### src/rtl/dr_gray_encoder_pipe.sv
// dr_gray_encoder_pipe
// Four-phase dual-rail stage that converts a binary word (one bit per
// dual-rail channel) into its Gray code. Channel k occupies din[2k+1:2k],
// with [2k+1] the true rail and [2k] the false rail:
//   10 = 1, 01 = 0, 00 = NULL spacer, 11 = illegal.
// Handshake: IDLE accepts a complete word, HOLD presents the result until
// the downstream acknowledge, RTZ waits for both sides to return to zero.
// Every output is a flop; no input reaches an output combinationally.
// Optional macro DR_ILLEGAL_DETECT_EN builds a sticky illegal-code flag on
// err; without it err is tied low (an 11 code still blocks acceptance).
module dr_gray_encoder_pipe #(
    parameter int WIDTH = 4,
    parameter int CNT_W = 8
) (
    input  logic               clk,
    input  logic               rst_n,
    input  logic [2*WIDTH-1:0] din,
    input  logic               out_ack,
    output logic [2*WIDTH-1:0] dout,
    output logic               in_ack,
    output logic               busy,
    output logic [CNT_W-1:0]   tx_count,
    output logic               err
);

    localparam logic [1:0] IDLE = 2'd0;
    localparam logic [1:0] HOLD = 2'd1;
    localparam logic [1:0] RTZ  = 2'd2;

    logic [1:0] stateP1;

    // A word is complete when every channel is exactly one-hot (10 or 01),
    // which also rules out any 11 code.
    function automatic logic isComplete(input logic [2*WIDTH-1:0] d);
        logic ok;
        ok = 1'b1;
        for (int k = 0; k < WIDTH; k++) begin
            if (d[2*k+1] == d[2*k]) begin
                ok = 1'b0;
            end
        end
        return ok;
    endfunction

    function automatic logic isAllNull(input logic [2*WIDTH-1:0] d);
        return (d == '0);
    endfunction

    // Binary-to-Gray on the true rails; shifting in a zero leaves the top
    // bit unchanged. Each Gray bit is re-expanded into a dual-rail code.
    function automatic logic [2*WIDTH-1:0] grayEncode(input logic [2*WIDTH-1:0] d);
        logic [WIDTH-1:0]   bin;
        logic [WIDTH-1:0]   gray;
        logic [2*WIDTH-1:0] rails;
        for (int k = 0; k < WIDTH; k++) begin
            bin[k] = d[2*k+1];
        end
        gray = bin ^ (bin >> 1);
        for (int k = 0; k < WIDTH; k++) begin
            rails[2*k+1] = gray[k];
            rails[2*k]   = ~gray[k];
        end
        return rails;
    endfunction

    // Handshake FSM with registered data, acknowledge, busy and counter.
    always_ff @(posedge clk) begin
        if (!rst_n) begin
            stateP1  <= IDLE;
            dout     <= '0;
            in_ack   <= 1'b0;
            busy     <= 1'b0;
            tx_count <= '0;
        end else begin
            case (stateP1)
                IDLE: begin
                    if (isComplete(din)) begin
                        dout    <= grayEncode(din);
                        in_ack  <= 1'b1;
                        busy    <= 1'b1;
                        stateP1 <= HOLD;
                    end
                end
                HOLD: begin
                    if (out_ack) begin
                        dout    <= '0;
                        stateP1 <= RTZ;
                    end
                end
                RTZ: begin
                    if (!out_ack && isAllNull(din)) begin
                        in_ack   <= 1'b0;
                        busy     <= 1'b0;
                        tx_count <= tx_count + CNT_W'(1);
                        stateP1  <= IDLE;
                    end
                end
                default: begin
                    dout    <= '0;
                    in_ack  <= 1'b0;
                    busy    <= 1'b0;
                    stateP1 <= IDLE;
                end
            endcase
        end
    end

`ifdef DR_ILLEGAL_DETECT_EN
    function automatic logic anyIllegal(input logic [2*WIDTH-1:0] d);
        logic hit;
        hit = 1'b0;
        for (int k = 0; k < WIDTH; k++) begin
            if (d[2*k+1] && d[2*k]) begin
                hit = 1'b1;
            end
        end
        return hit;
    endfunction

    // Sticky flag: any 11 channel seen while IDLE latches err until reset.
    always_ff @(posedge clk) begin
        if (!rst_n) begin
            err <= 1'b0;
        end else if (stateP1 == IDLE && anyIllegal(din)) begin
            err <= 1'b1;
        end
    end
`else
    assign err = 1'b0;
`endif

endmodule

### config.mk
export PLATFORM = sky130hd
export DESIGN_NAME = dr_gray_encoder_pipe
export DESIGN_NICKNAME = d
export VERILOG_FILES = /design/src/rtl/dr_gray_encoder_pipe.sv
export SDC_FILE = /design/constraint.sdc
export NUM_CORES = 1
export LEC_CHECK = 0
export CAP_MARGIN = 0
export CORE_ASPECT_RATIO = 1.1
export CORE_UTILIZATION = 28
export CTS_CLUSTER_DIAMETER = 60
export CTS_CLUSTER_SIZE = 10
export DETAILED_ROUTE_END_ITERATION = 16
export PLACE_DENSITY_LB_ADDON = 0.15
export SLEW_MARGIN = 25
export SYNTH_ARGS = -nofsm -noshare
export SYNTH_HDL_FRONTEND = slang
export SYNTH_SLANG_ARGS = --single-unit
### constraint.sdc
create_clock -name clk -period 1.7 [get_ports clk]
set_input_delay 0.425 -clock clk [delete_from_list [all_inputs] [get_ports clk]]
set_output_delay 0.425 -clock clk [all_outputs]
set_load 0.05 [all_outputs]
# == Word-level counts from Yosys, hierarchy flattened ==
# Cells that the tools add are included.
# totals
reg_bits,19
in_bits,11
elab_cells,45
output_inout_bits,19
# classes
bitwise,7
n_reduce_logical,8
mux,16
n_eq_ne,9
add_sub_neg,1
# op_table
operator,count
$pmux 8 s3,1
$mux 8,2
$reduce_and 3->1,3
$add 8x1->8 const B,1
$logic_not 8->1,1
$mux 1,8
$mux 2,3
$ne 2x2->1 const B,3
$not 1->1,6
$pmux 2 s3,1
$eq 1x1->1,4
$xor 4x3->4,1
$pmux 1 s3,1
$eq 2x1->1 const B,1
$eq 2x2->1 const B,1
$logic_not 2->1,1
$reduce_and 2->1,1
$logic_and 1x1->1,1
$logic_not 1->1,1

# == Depth between registers and ports, before layout ==
# depth
depth_word,9
depth_mapped,6
mapped_depth_nobuf,5

# == Worst setup path after synthesis ==
# No wires, ideal clock.
# synth_path
kind,input -> register
from,in din[4]
to,reg dout[4]
stages,6
slack_ns,0.076
arrival_time_ns,1.554
setup_ns,0.070
cell_sequence,inv_1 -> ha_1 -> nand4_2 -> buf_6 -> or4_1 -> a21oi_1
# synth_between
elab_chain_cells,7
# synth_lines
element,line_no,source
start: declaration,17,"input logic [2*WIDTH-1:0] din,"
$eq 1x1->1,38,if (d[2*k+1] == d[2*k]) begin
$mux 1 (2 in series),38,
$mux 1,75,case (stateP1)
$mux 1,68,if (!rst_n) begin
$ne 2x2->1 (no line),--,
$reduce_and 3->1 (no line),--,
end signal: assignment,78,dout <= grayEncode(din);
end: declaration,19,"output logic [2*WIDTH-1:0] dout,"
# No other way between the ends. The select of a mux whose other input is x is not followed.
# A chain may end at the register's enable or synchronous reset.

# == Final worst setup path ==
# layout_path
from,in din[3]
to,reg dout[0]
# layout_between
elab_chain_cells,8
# layout_lines
element,line_no
$eq 1x1->1,38
$mux 1 (3 in series),38
$mux 1,75
$mux 1,68
$ne 2x2->1 (no line),--
$reduce_and 3->1 (no line),--
# Several ways; a longest one is shown, not always the timed one. The select of a mux whose other input is x is not followed.

==> summary.md <==
| Metric | Value |
|---|---|
| Sequential area share after synthesis | `0.357` |
| DR iter-0 viols | `71` |
| Placed Area | `1560 µm²` |
| Yosys top cell area share | `0.357` |
| Post-Syn Area | `1060 µm²` |
| Crit path DAT | `approximately 1.8 ns` |
| Diode count | `0` |
| Gate Count Post-Synth | `122` |
| Cell Rows | `23` |
| Global-route wire length before repair | `4560 µm` |
| Setup CP Type | `primary input to flip-flop` |
| GP Congestion | `0.845` |
| Power Dens Cells | `a little under 600 nW/µm²` |
| PortBufs | `28` |
| Avg Synthesized Cell Area | `slightly below 9 µm²` |
| Clock share of power | `0.325` |
| Unrepaired setup endpoints after global routing | `false` |
| Run status | `finished clean` |
| Crit path buf inv count | `2` |
| Flop pwr share | `0.462` |
| Worst Path Required | `1.88 ns` |
| Slew Limit Fails | `0` |
| Final setup vio count | `0` |
| Leakage | `0.626 nW` |
| Int Pwr | `0.716 mW` |
| Post-Place Cells | `approximately 210` |
| Via-to-Cell Ratio | `5.06` |
| Setup Total Neg Slack | `0 ns` |
| Synth Register Bits | `19` |
| Cell Chain, Critical Path | `dlygate4sd2_1 -> inv_2 -> ha_4 -> nand4_4 -> or4_1 -> a21oi_1` |
| Main synth FF type | `dfxtp_1` |
| Routed Antenna Nets | `0` |
| GRT overflow | `0` |
| Area grow syn2layout | `57.8%` |
| Via count of the first global-routing pass | `1049` |
| Root Buffer | `clkbuf_8` |
| Initial antenna violation count | `0` |
| FFs w/ async S/R, synth | `0` |
| Max_cap viols | `0` |
| CTS clk-pin slew, worst paths | `0.07 ns` |
| Critical Path End Type | `flip-flop` |
| Critical path peak fanout | `5` |
| Crit-path slowest cell | `or4_1` |
| Netlist cell types | `35` |
| Core box area | `~3600 µm²` |
| Gr usage total | `0.149` |
| Fin nets | `180` |
| Die X | `60.8 µm` |
| Combinational Power Share | `0.213` |
| Die Footprint | `4050 µm²` |
| Max stage delay on crit path | `0.53 ns` |
| Final HPWL DP | `1980 µm` |
| # clock sinks | `19` |
| Post-synth EDFFs | `0` |
| Hold Crit Class | `flip-flop to flip-flop` |
| Hold buffers post-CTS | `0` |
| Fin Hold WS | `approximately 0.48 ns` |
| DR WL/cell | `12.8 µm` |
| Final Instance Count excl. Fillers | `213` |
| Sw power | `0.284 mW` |
| Final cell area excluding filler cells | `1680 µm²` |
| Die H | `66.7 µm` |
| Register area | `approximately 380 µm²` |
| Residual DRC count | `0` |
| Max rail drop VDD | `0.238 mV` |
| # IOs | `30` |
| FMAX | `~0.62 GHz` |
| Largest delay share family, worst path | `simple AND/OR/NAND/NOR gates` |
| Sw frac | `0.284` |
| Critical path launch point type | `primary input` |
| CTS tree | `yes` |
| Cell taking the most area after synthesis | `dfxtp_1` |
| Syn nets | `138` |
| Later-pin clock latency in the skew report | `around 0.26 ns` |
| Synth area leaders | `dfxtp_1, o311ai_0, ha_1` |
| Yosys warning count | `0` |
| Clk buf depth | `2` |
| DR vias | `about 1100` |
| Final hold vios | `0` |
| First-pass DRT Iterations | `4` |
| Clock buffer count from CTS | `3` |
| H-tree depth | `1` |
| Period utilization | `0.948` |
| Fillcell total | `363` |
| Clock skew | `0.00507 ns` |
| Final wirelength | `~2700 µm` |
| Largest net degree at the start of global routing | `18` |
| Post-route minimum period | `1.61 ns` |
| Initial Utilization | `0.294` |
| Layout cells sized above 1 | `0.362` |
| Multi-input gate area | `approximately 650 µm²` |
## power groups by stage
stage                     Combinational [mW]  Sequential (mW)  Clock, mW
final                                  0.213            0.462      0.325
after global routing                   0.232            0.463      0.352
after CTS                              0.210            0.462      0.334
after detailed placement               0.189            0.472          0
after global placement                 0.188            0.472          0
after floorplan                       0.0825            0.497          0
## kinds of logic (layout without fill, tap and decap cells)
logic type               after synthesis  count (layout)  share of synthesized area
buffers and inverters                 21              62                     0.0987
XOR/XNOR                               3               3                     0.0247
AO/OA/AOI/OAI                         32              32                      0.202
AND/OR/NAND/NOR                       37              37                      0.216
other                                  1               1                    0.00352
adder cells (fa/ha/maj)                5               5                     0.0588
multiplexers                           4               4                     0.0388
flip-flops                            19              19                      0.357
## registers in the layout (all words and copies together), names as in the netlist
signal / flops
stateP1: 2
dout: 8
busy: 1
tx_count: 8
## worst reg2reg max path, delay by kind of cell (launching register included)
family	cells	cell delay [ns]
flip-flops	1	0.44
AND/OR/NAND/NOR	1	0.25
AO/OA/AOI/OAI	2	0.54
adder cells (fa/ha/maj)	1	0.18
## layout by cell type (no fill, tap or decap), types with 4 or more instances in the layout
master,netlist,layout
dfxtp_1,19,19
dlygate4sd2_1,0,8
buf_12,0,10
nand3_1,7,7
buf_4,2,28
o311ai_0,10,4
inv_2,0,8
o311ai_1,0,6
nand2_1,5,5
nand2b_1,6,6
ha_4,0,4
a21oi_1,12,12
## cell type report
cell class                      count  share of cell area
Timing Repair Buffer               48               0.298
Multi-Input combinational cell     82               0.389
Inverter                           10              0.0223
Clock buffer                        4              0.0268
Sequential cell                    19               0.226
Tap cell                           50              0.0372
## path summary, 6_finish.rpt
path / from / to / slack, ns / cells past startpoint
worst min-delay path: dout[1] / dout[1] / 0.48 / 2
worst max-delay path: din[3] / dout[0] / 0.09 / 6
worst min register to register: dout[1] / dout[1] / 0.48 / 2
worst max register to register: tx_count[0] / tx_count[6] / 0.17 / 4
## routing by layer
layer | vias to the layer above | GRT usage | part of all wire
met3 | 7 | 0.0194 | 0.035
met2 | 32 | 0.261 | 0.50
met5 | - | 0 | 0
met1 | 499 | 0.177 | 0.45
li1 | 539 | - | -
met4 | 0 | 0.0653 | 0.017
## timing repair
action | in CTS | in global routing
setup buffers | 1 | 0
resized for setup | 27 | 3
endpoints found under the setup margin | 17 | 3
pin swaps | 6 | 0
## stage by stage
stage,util,worst slack (ns),power (mW)
2_1_floorplan,-,0.0758,0.580
3_3_place_gp,0.431,-0.437,0.659
3_5_place_dp,0.431,-0.442,0.661
4_1_cts,0.460,0.0396,1.01
5_1_grt,0.463,0.00229,1.05
6_report,0.463,0.0876,1.00
## cells in the mapped netlist (2+ instances only)
cell type  number
dfxtp_1        19
o21ai_0         3
or4_1           3
nand3b_1        2
a21oi_1        12
buf_4           2
buf_6           2
o41ai_1         2
nand4_1         2
nand2_1         5
nor4_1          3
buf_2           3
or3_1           2
o311ai_0       10
nand2b_1        6
clkbuf_1        4
ha_1            5
xor2_1          3
mux2i_1         3
inv_1          10
nand3_1         7
Note: power is estimated with default switching activity, not from simulation.
